**config.mk**
```make
export PLATFORM = sky130hd
export DESIGN_NAME = uart_tx_buffered
export DESIGN_NICKNAME = d
export VERILOG_FILES = /design/src/rtl/uart_tx_buffered.sv
export SDC_FILE = /design/constraint.sdc
export NUM_CORES = 1
export LEC_CHECK = 0
export CORE_UTILIZATION = 55
export DETAILED_ROUTE_END_ITERATION = 12
export PLACE_DENSITY = 0.75
export SYNTH_ARGS = -nofsm -noshare
export SYNTH_HDL_FRONTEND = slang
export SYNTH_SLANG_ARGS = --single-unit
```
**constraint.sdc**
```tcl
create_clock -name clk -period 6.2 [get_ports clk]
set_input_delay 1.24 -clock clk [delete_from_list [all_inputs] [get_ports clk]]
set_output_delay 1.24 -clock clk [all_outputs]
set_load 0.03 [all_outputs]
```
**src/rtl/uart_tx_buffered.sv**
```systemverilog
// Buffered UART transmitter: valid/ready write port into a circular FIFO, LSB-first framing with optional parity.
// Start bit leaves 1 cycle after a word lands in an empty FIFO; s_ready drops while FIFO_DEPTH words are queued.
module uart_tx_buffered #(
  parameter int CLK_HZ     = 50_000_000,
  parameter int BAUD       = 115_200,
  parameter int DATA_BITS  = 8,
  parameter int PARITY     = 0,
  parameter int STOP_BITS  = 1,
  parameter int FIFO_DEPTH = 4
) (
  input  logic                          clk,
  input  logic                          rst,
  input  logic                          s_valid,
  input  logic [DATA_BITS-1:0]          s_data,
  output logic                          s_ready,
  output logic                          rs232_tx,
  output logic                          busy,
  output logic                          tx_done,
  output logic [$clog2(FIFO_DEPTH):0]   fifo_count
);

  localparam int DIV   = CLK_HZ / BAUD;
  localparam int CNT_W = (DIV > 1) ? $clog2(DIV) : 1;
  localparam int IDX_W = $clog2(DATA_BITS);
  localparam int AW    = (FIFO_DEPTH > 1) ? $clog2(FIFO_DEPTH) : 1;
  localparam int CW    = $clog2(FIFO_DEPTH) + 1;

  localparam logic [2:0] IDLE  = 3'd0;
  localparam logic [2:0] START = 3'd1;
  localparam logic [2:0] DATA  = 3'd2;
  localparam logic [2:0] PAR   = 3'd3;
  localparam logic [2:0] STOP  = 3'd4;

  logic [DATA_BITS-1:0] mem [FIFO_DEPTH];
  logic [AW-1:0]        wr_ptr;
  logic [AW-1:0]        rd_ptr;
  logic [CW-1:0]        count;
  logic                 push;
  logic                 pop;
  logic                 fifo_nempty;
  logic [DATA_BITS-1:0] fifo_dat;

  logic [2:0]           state;
  logic [CNT_W-1:0]     baud_cnt;
  logic [IDX_W-1:0]     bit_idx;
  logic [DATA_BITS-1:0] shreg;
  logic                 par_bit;
  logic                 baud_end;
  logic                 last_data;
  logic                 last_stop;
  logic                 frame_end;

  assign s_ready     = (count != CW'(FIFO_DEPTH));
  assign fifo_count  = count;
  assign fifo_nempty = (count != '0);
  assign fifo_dat    = mem[rd_ptr];
  assign push        = s_valid && s_ready;

  assign baud_end  = (baud_cnt == CNT_W'(DIV - 1));
  assign last_data = (bit_idx == IDX_W'(DATA_BITS - 1));
  assign last_stop = (bit_idx == IDX_W'(STOP_BITS - 1));
  assign frame_end = (state == STOP) && baud_end && last_stop;
  // Pop on an idle edge or on the last edge of a frame, so frames run back to back.
  assign pop       = fifo_nempty && ((state == IDLE) || frame_end);
  assign busy      = (state != IDLE);

  always_ff @(posedge clk) begin
    if (push) begin
      mem[wr_ptr] <= s_data;
    end
  end

  always_ff @(posedge clk or posedge rst) begin
    if (rst) begin
      wr_ptr <= '0;
      rd_ptr <= '0;
      count  <= '0;
    end else begin
      if (push) begin
        wr_ptr <= wr_ptr + AW'(1);
      end
      if (pop) begin
        rd_ptr <= rd_ptr + AW'(1);
      end
      case ({push, pop})
        2'b10:   count <= count + CW'(1);
        2'b01:   count <= count - CW'(1);
        default: count <= count;
      endcase
    end
  end

  always_ff @(posedge clk or posedge rst) begin
    if (rst) begin
      baud_cnt <= '0;
    end else if ((state == IDLE) || baud_end) begin
      baud_cnt <= '0;
    end else begin
      baud_cnt <= baud_cnt + CNT_W'(1);
    end
  end

  always_ff @(posedge clk or posedge rst) begin
    if (rst) begin
      state    <= IDLE;
      bit_idx  <= '0;
      shreg    <= '0;
      par_bit  <= 1'b0;
      rs232_tx <= 1'b1;
      tx_done  <= 1'b0;
    end else begin
      tx_done <= frame_end;
      if (pop) begin
        shreg    <= fifo_dat;
        par_bit  <= (^fifo_dat) ^ (PARITY == 2);
        bit_idx  <= '0;
        rs232_tx <= 1'b0;
        state    <= START;
      end else begin
        case (state)
          IDLE: begin
            rs232_tx <= 1'b1;
          end
          START: begin
            if (baud_end) begin
              rs232_tx <= shreg[0];
              shreg    <= shreg >> 1;
              bit_idx  <= '0;
              state    <= DATA;
            end
          end
          DATA: begin
            if (baud_end) begin
              if (last_data) begin
                bit_idx <= '0;
                if (PARITY != 0) begin
                  rs232_tx <= par_bit;
                  state    <= PAR;
                end else begin
                  rs232_tx <= 1'b1;
                  state    <= STOP;
                end
              end else begin
                rs232_tx <= shreg[0];
                shreg    <= shreg >> 1;
                bit_idx  <= bit_idx + IDX_W'(1);
              end
            end
          end
          PAR: begin
            if (baud_end) begin
              rs232_tx <= 1'b1;
              bit_idx  <= '0;
              state    <= STOP;
            end
          end
          STOP: begin
            if (baud_end) begin
              if (last_stop) begin
                state <= IDLE;
              end else begin
                bit_idx <= bit_idx + IDX_W'(1);
              end
            end
          end
          default: begin
            rs232_tx <= 1'b1;
            state    <= IDLE;
          end
        endcase
      end
    end
  end

endmodule

```
# After elaboration in Yosys (flattened, before gate mapping)
# Memories as Yosys holds them, arrays and structs flattened.
# Cells that the tools add are included.
[word_totals]
reg_bits = 32
ramBits = 32
out_inout_bits = 7
elab_cells = 84
memories = 1
[mem_list]
columns = ["memory", "depth", "word_bits", "rd", "rd_clocked_by_memory_dff", "write_ports", "line_no", "text"]
rows = [
  ["mem", 4, 8, 1, 0, 1, "34", "logic [DATA_BITS-1:0] mem [FIFO_DEPTH];"],
]
[classes]
add_sub_neg = 6
eq_ne = 20
muxes = 30
reduce_logical = 18
[ops]
columns = ["cell", "count"]
rows = [
  ["$mux W3", 13],
  ["$mux W8", 4],
  ["$ne A3 B3 Y1 const B", 9],
  ["$pmux W8 S2", 1],
  ["$pmux W3 S5", 1],
  ["$add A9 B1 Y9 const B", 1],
  ["$eq A9 B9 Y1 const B", 1],
  ["$mux W9", 1],
  ["$pmux W3 S3", 1],
  ["$reduce_bool A3 Y1", 3],
  ["$reduce_and A4 Y1", 2],
  ["$mux W1", 7],
  ["$reduce_and A7 Y1", 1],
  ["$add A3 B1 Y3 const B", 2],
  ["$eq A3 B2 Y1 const B", 2],
  ["$eq A3 B3 Y1 const B", 2],
  ["$logic_not A3 Y1", 2],
  ["$pmux W3 S2", 1],
  ["$reduce_and A5 Y1", 1],
  ["$add A2 B1 Y2 const B", 2],
  ["$logic_and A1 B1 Y1", 4],
  ["$ne A2 B2 Y1 const B", 2],
  ["$pmux W1 S4", 1],
  ["$reduce_bool A4 Y1", 1],
  ["8 further kinds", 9],
]

# Depth between registers and ports, before layout
[logic_depth]
depth_word = 7
depth_mapped = 13

# Worst setup path after synthesis
# No wires, ideal clock.
[synth_timing]
kind = "flip-flop to flip-flop"
start = "register count[1], in the netlist fifo_count[1]"
end = "register count[2], in the netlist fifo_count[2]"
setup_time_ns = 0.137
arrival_time_ns = 2.453
required_time_ns = 6.063
setup_slack_ns = 3.610
path_stages_with_launch = 10
synth_period_minus_slack_ns = 2.590
cell_sequence = "dfrtp_1 > o31ai_1 > or2_1 > buf_6 > inv_2 > ha_1 > fa_1 > xnor2_1 > nor2_1 > xor2_1"
[synth_via]
elab_chain_cells = 4
word_cells_on_any_way = 10
classes_between = "add/sub (2); eq/ne (3); mux (1); reduce/logical (4)"
[synth_lines]
columns = ["element", "line_no", "text"]
rows = [
  ["start: declaration", "37", "logic [CW-1:0] count;"],
  ["start signal: assignment", "86", "2'b10: count <= count + CW'(1);"],
  ["start signal: assignment", "87", "2'b01: count <= count - CW'(1);"],
  ["start signal: assignment", "88", "default: count <= count;"],
  ["$reduce_bool A3 Y1 *", "55", "assign fifo_nempty = (count != '0);"],
  ["$logic_and A1 B1 Y1 *", "64", "assign pop = fifo_nempty && ((state == IDLE) || frame_end);"],
  ["net pop", "39", "logic pop;"],
  ["$eq A2 B1 Y1 / $eq A2 B2 Y1 (equally long branches)", "85", "case ({push, pop})"],
  ["$pmux W3 S2 / $reduce_bool A2 Y1 (equally long branches)", "-", ""],
]
# The timed path passes the listed nets; every way through them passes the cells marked *.
# A chain may end at the register's enable or synchronous reset.

# Final worst setup path
[layout_timing]
start = "register state[1]"
end = "output port busy"
[layout_via]
elab_chain_cells = 1
[layout_lines]
columns = ["element", "line_no", "text"]
rows = [
  ["start: declaration", "43", "logic [2:0] state;"],
  ["start signal: assignment", "105", "state <= IDLE;"],
  ["start signal: assignment", "118", "state <= START;"],
  ["start signal: assignment", "129", "state <= DATA;"],
  ["$reduce_bool A3 Y1", "65", "assign busy = (state != IDLE);"],
  ["end: declaration", "17", "output logic busy,"],
]
# Every way passes these cells.

==> run metrics <==
final hold vios 0; total CTS buffers 9; Pwr per Cell Area 419 nW/um^2; Slew Viols, Final 0; VDD IR max 0.000329 V; # port buffers 17; Worst-path clk slew 0.07 ns; residual DRC count 0; WHS Path Cells 1; maximum operating frequency 313 MHz; Area contributors post-synth edfxtp_1 33%, dfrtp_1 27%, mux4_2 6.2%, ha_1 4.3%, mux2_2 3.5%; Synth async-reset ratio 0.500; non-filler instance count after layout 309; Post-Route WL 4.60 mm; Seq/Total Area, Yosys 0.609; nets@finish 256; RSZ-0062 raised after global routing false; H-tree depth 3; std cell rows 26; core area 5070 sq um; Sw Pwr 0.442 mW; status complete, no violations; final worst path period need 3.20 ns; CTS tree yes; Initial Utilization 0.570; Synth Register Bits 64; Die Area 5560 sq um; CP Launch Type register; Setup Buffers After CTS 0; Synth Cell Area 2890 sq um; GP Congestion 0.821; first-pass GRT wire length 7.66 mm; total number of yosys warnings 0; Max FO, Critical Path 9; Hold Path Class reg -> reg; layout cells sized above 1 0.163; hpwl dp 3.19 mm; crit path kind reg -> out; Setup Skew 0.00467 ns; Remaining Overflow, GRT 0; syn_nets 232; Via density 5.42; Area Overhead vs Synth 14.8%; final core utilization 0.655; count of placed standard cells including taps 293; die width 74.5 um; power share of the combinational group 0.280; final setup fails 0; Synth Flop Type edfxtp_1; Sw Ratio 0.317; hold_buf cts 0; max_cap viols 0; final hold slack 0.523 ns; Detail Route Antenna Nets 0; Root Driver clkbuf_8; Netlist cell types 44; I/O pin cnt 18; WL/cell 14.9 um; fin crit share 0.516; initial antenna violation count 0; setup_tns 0 ns; R2R depth 8; dominant cell type by area after synthesis edfxtp_1; Avg Inst Size Synth 13.8 sq um; GRT Overall Usage 0.196; reg-to-reg slack, setup 3.23 ns; CP required 4.96 ns; die height 74.5 um; Final WS setup 3.00 ns; sequential power share 0.479; Clock Tree Buf Depth 2; Arr. time, crit path 1.96 ns; Resize count post-CTS 0; Slew Limit Headroom 0.366; Placement Setup Slack 3.05 ns; number of global-route vias before repair 1560; DR pass1 iterations 4; ANT cells 0; clock power share 0.241; Leak 1.32 nW; vias 1674; Worst Tran Pin Value 0.943 ns; CTS sink cnt 64; critical path capture point type output pin; DRT iter0 DRCs 118; largest net degree at the start of global routing 33; Internal 0.951 mW; number of flops mapped to enable cells by yosys 32; clock latency on the worst-skew pair 0.33 ns; top-area cell type share of the netlist area 0.332; Cells after Synth 210
## layout make-up
type / count / area, sq um
multi-input cells: 126 / 1040
fillers: 401 / 1750
clock inverters: 4 / 26.3
well taps: 70 / 87.6
clock buffers: 12 / 166
inverters: 15 / 56.3
repair buffers: 18 / 178
flip-flops and latches: 64 / 1760
## logic make-up after synthesis
logic type,Yosys count,synth area share
AO/OA/AOI/OAI,26,0.0584
buffers and inverters,20,0.0298
multiplexers,21,0.112
flip-flops,64,0.609
XOR/XNOR,13,0.0393
AND/OR/NAND/NOR,55,0.102
adder cells (fa/ha/maj),11,0.0502
## power by group through the flow
stage	Sequential, mW	Clock, mW	Combinational, mW
4_1_cts	0.670	0.344	0.394
3_5_place_dp	0.678	0	0.390
3_3_place_gp	0.674	0	0.383
2_1_floorplan	0.656	0	0.297
6_report	0.667	0.336	0.389
5_1_grt	0.687	0.366	0.431
## flip-flops by register name, indices dropped and copies added, names as in the netlist
signal / cells
mem: 32
baud_cnt: 9
bit_idx: 3
shreg: 8
rd_ptr: 2
wr_ptr: 2
fifo_count: 3
tx_done: 1
rs232_tx: 1
state: 3
## cells in the mapped netlist, types with 4 or more instances
cell type	n
xnor2_1	10
ha_1	10
nor3_1	7
edfxtp_1	32
mux4_2	8
nor2_1	18
and3_1	4
a21oi_1	9
o21ai_0	7
nand2_1	8
mux2_2	9
dfrtp_1	31
inv_1	14
## cell usage in the layout, fill, tap and decap left out, types with 2 or more instances in the layout
master / n
mux2_2: 9
nand3_1: 3
xnor2_1: 10
nor2_1: 18
and2_1: 2
edfxtp_1: 32
a21oi_1: 9
nor3_1: 7
nor2b_1: 2
mux2i_1: 3
or4_1: 2
clkinv_2: 2
inv_1: 14
nand2_1: 8
ha_1: 10
clkbuf_8: 10
mux4_2: 8
dfrtp_1: 31
o41ai_1: 2
xor2_1: 3
clkdlybuf4s50_1: 17
o21ai_0: 7
and3_1: 4
## final timing paths
check,from,to
setup / recovery,state[1]$_DFFE_PP0P_,busy
hold / removal,fifo_count[2]$_DFFE_PP0P_,fifo_count[2]$_DFFE_PP0P_
setup reg to reg,fifo_count[1]$_DFFE_PP0P_,fifo_count[2]$_DFFE_PP0P_
hold reg to reg,fifo_count[2]$_DFFE_PP0P_,fifo_count[2]$_DFFE_PP0P_
max in group asynchronous,rst,rs232_tx$_DFFE_PP1P_
min in group asynchronous,rst,fifo_count[1]$_DFFE_PP0P_
## worst max-delay path, stage by stage (launching register included)
cell and delay [ns]:
dfrtp_1 0.46, nor2_1 0.40, nand2_1 0.15, clkdlybuf4s50_1 0.62
## stage by stage
step	power (mW)	area (sq um)
floorplan	0.953	2890
finish	1.39	3320
global placement	1.06	3130
detailed placement	1.07	3130
CTS	1.41	3320
global route	1.48	3320
## metal layers
metal,wire [um],track usage,vias to the layer above
li1,-,-,815
met1,2270,0.281,825
met2,2130,0.273,28
met3,176,0.0732,6
met4,26,0.0755,0
met5,0,0,-
Power figures use the tool's default switching activity.
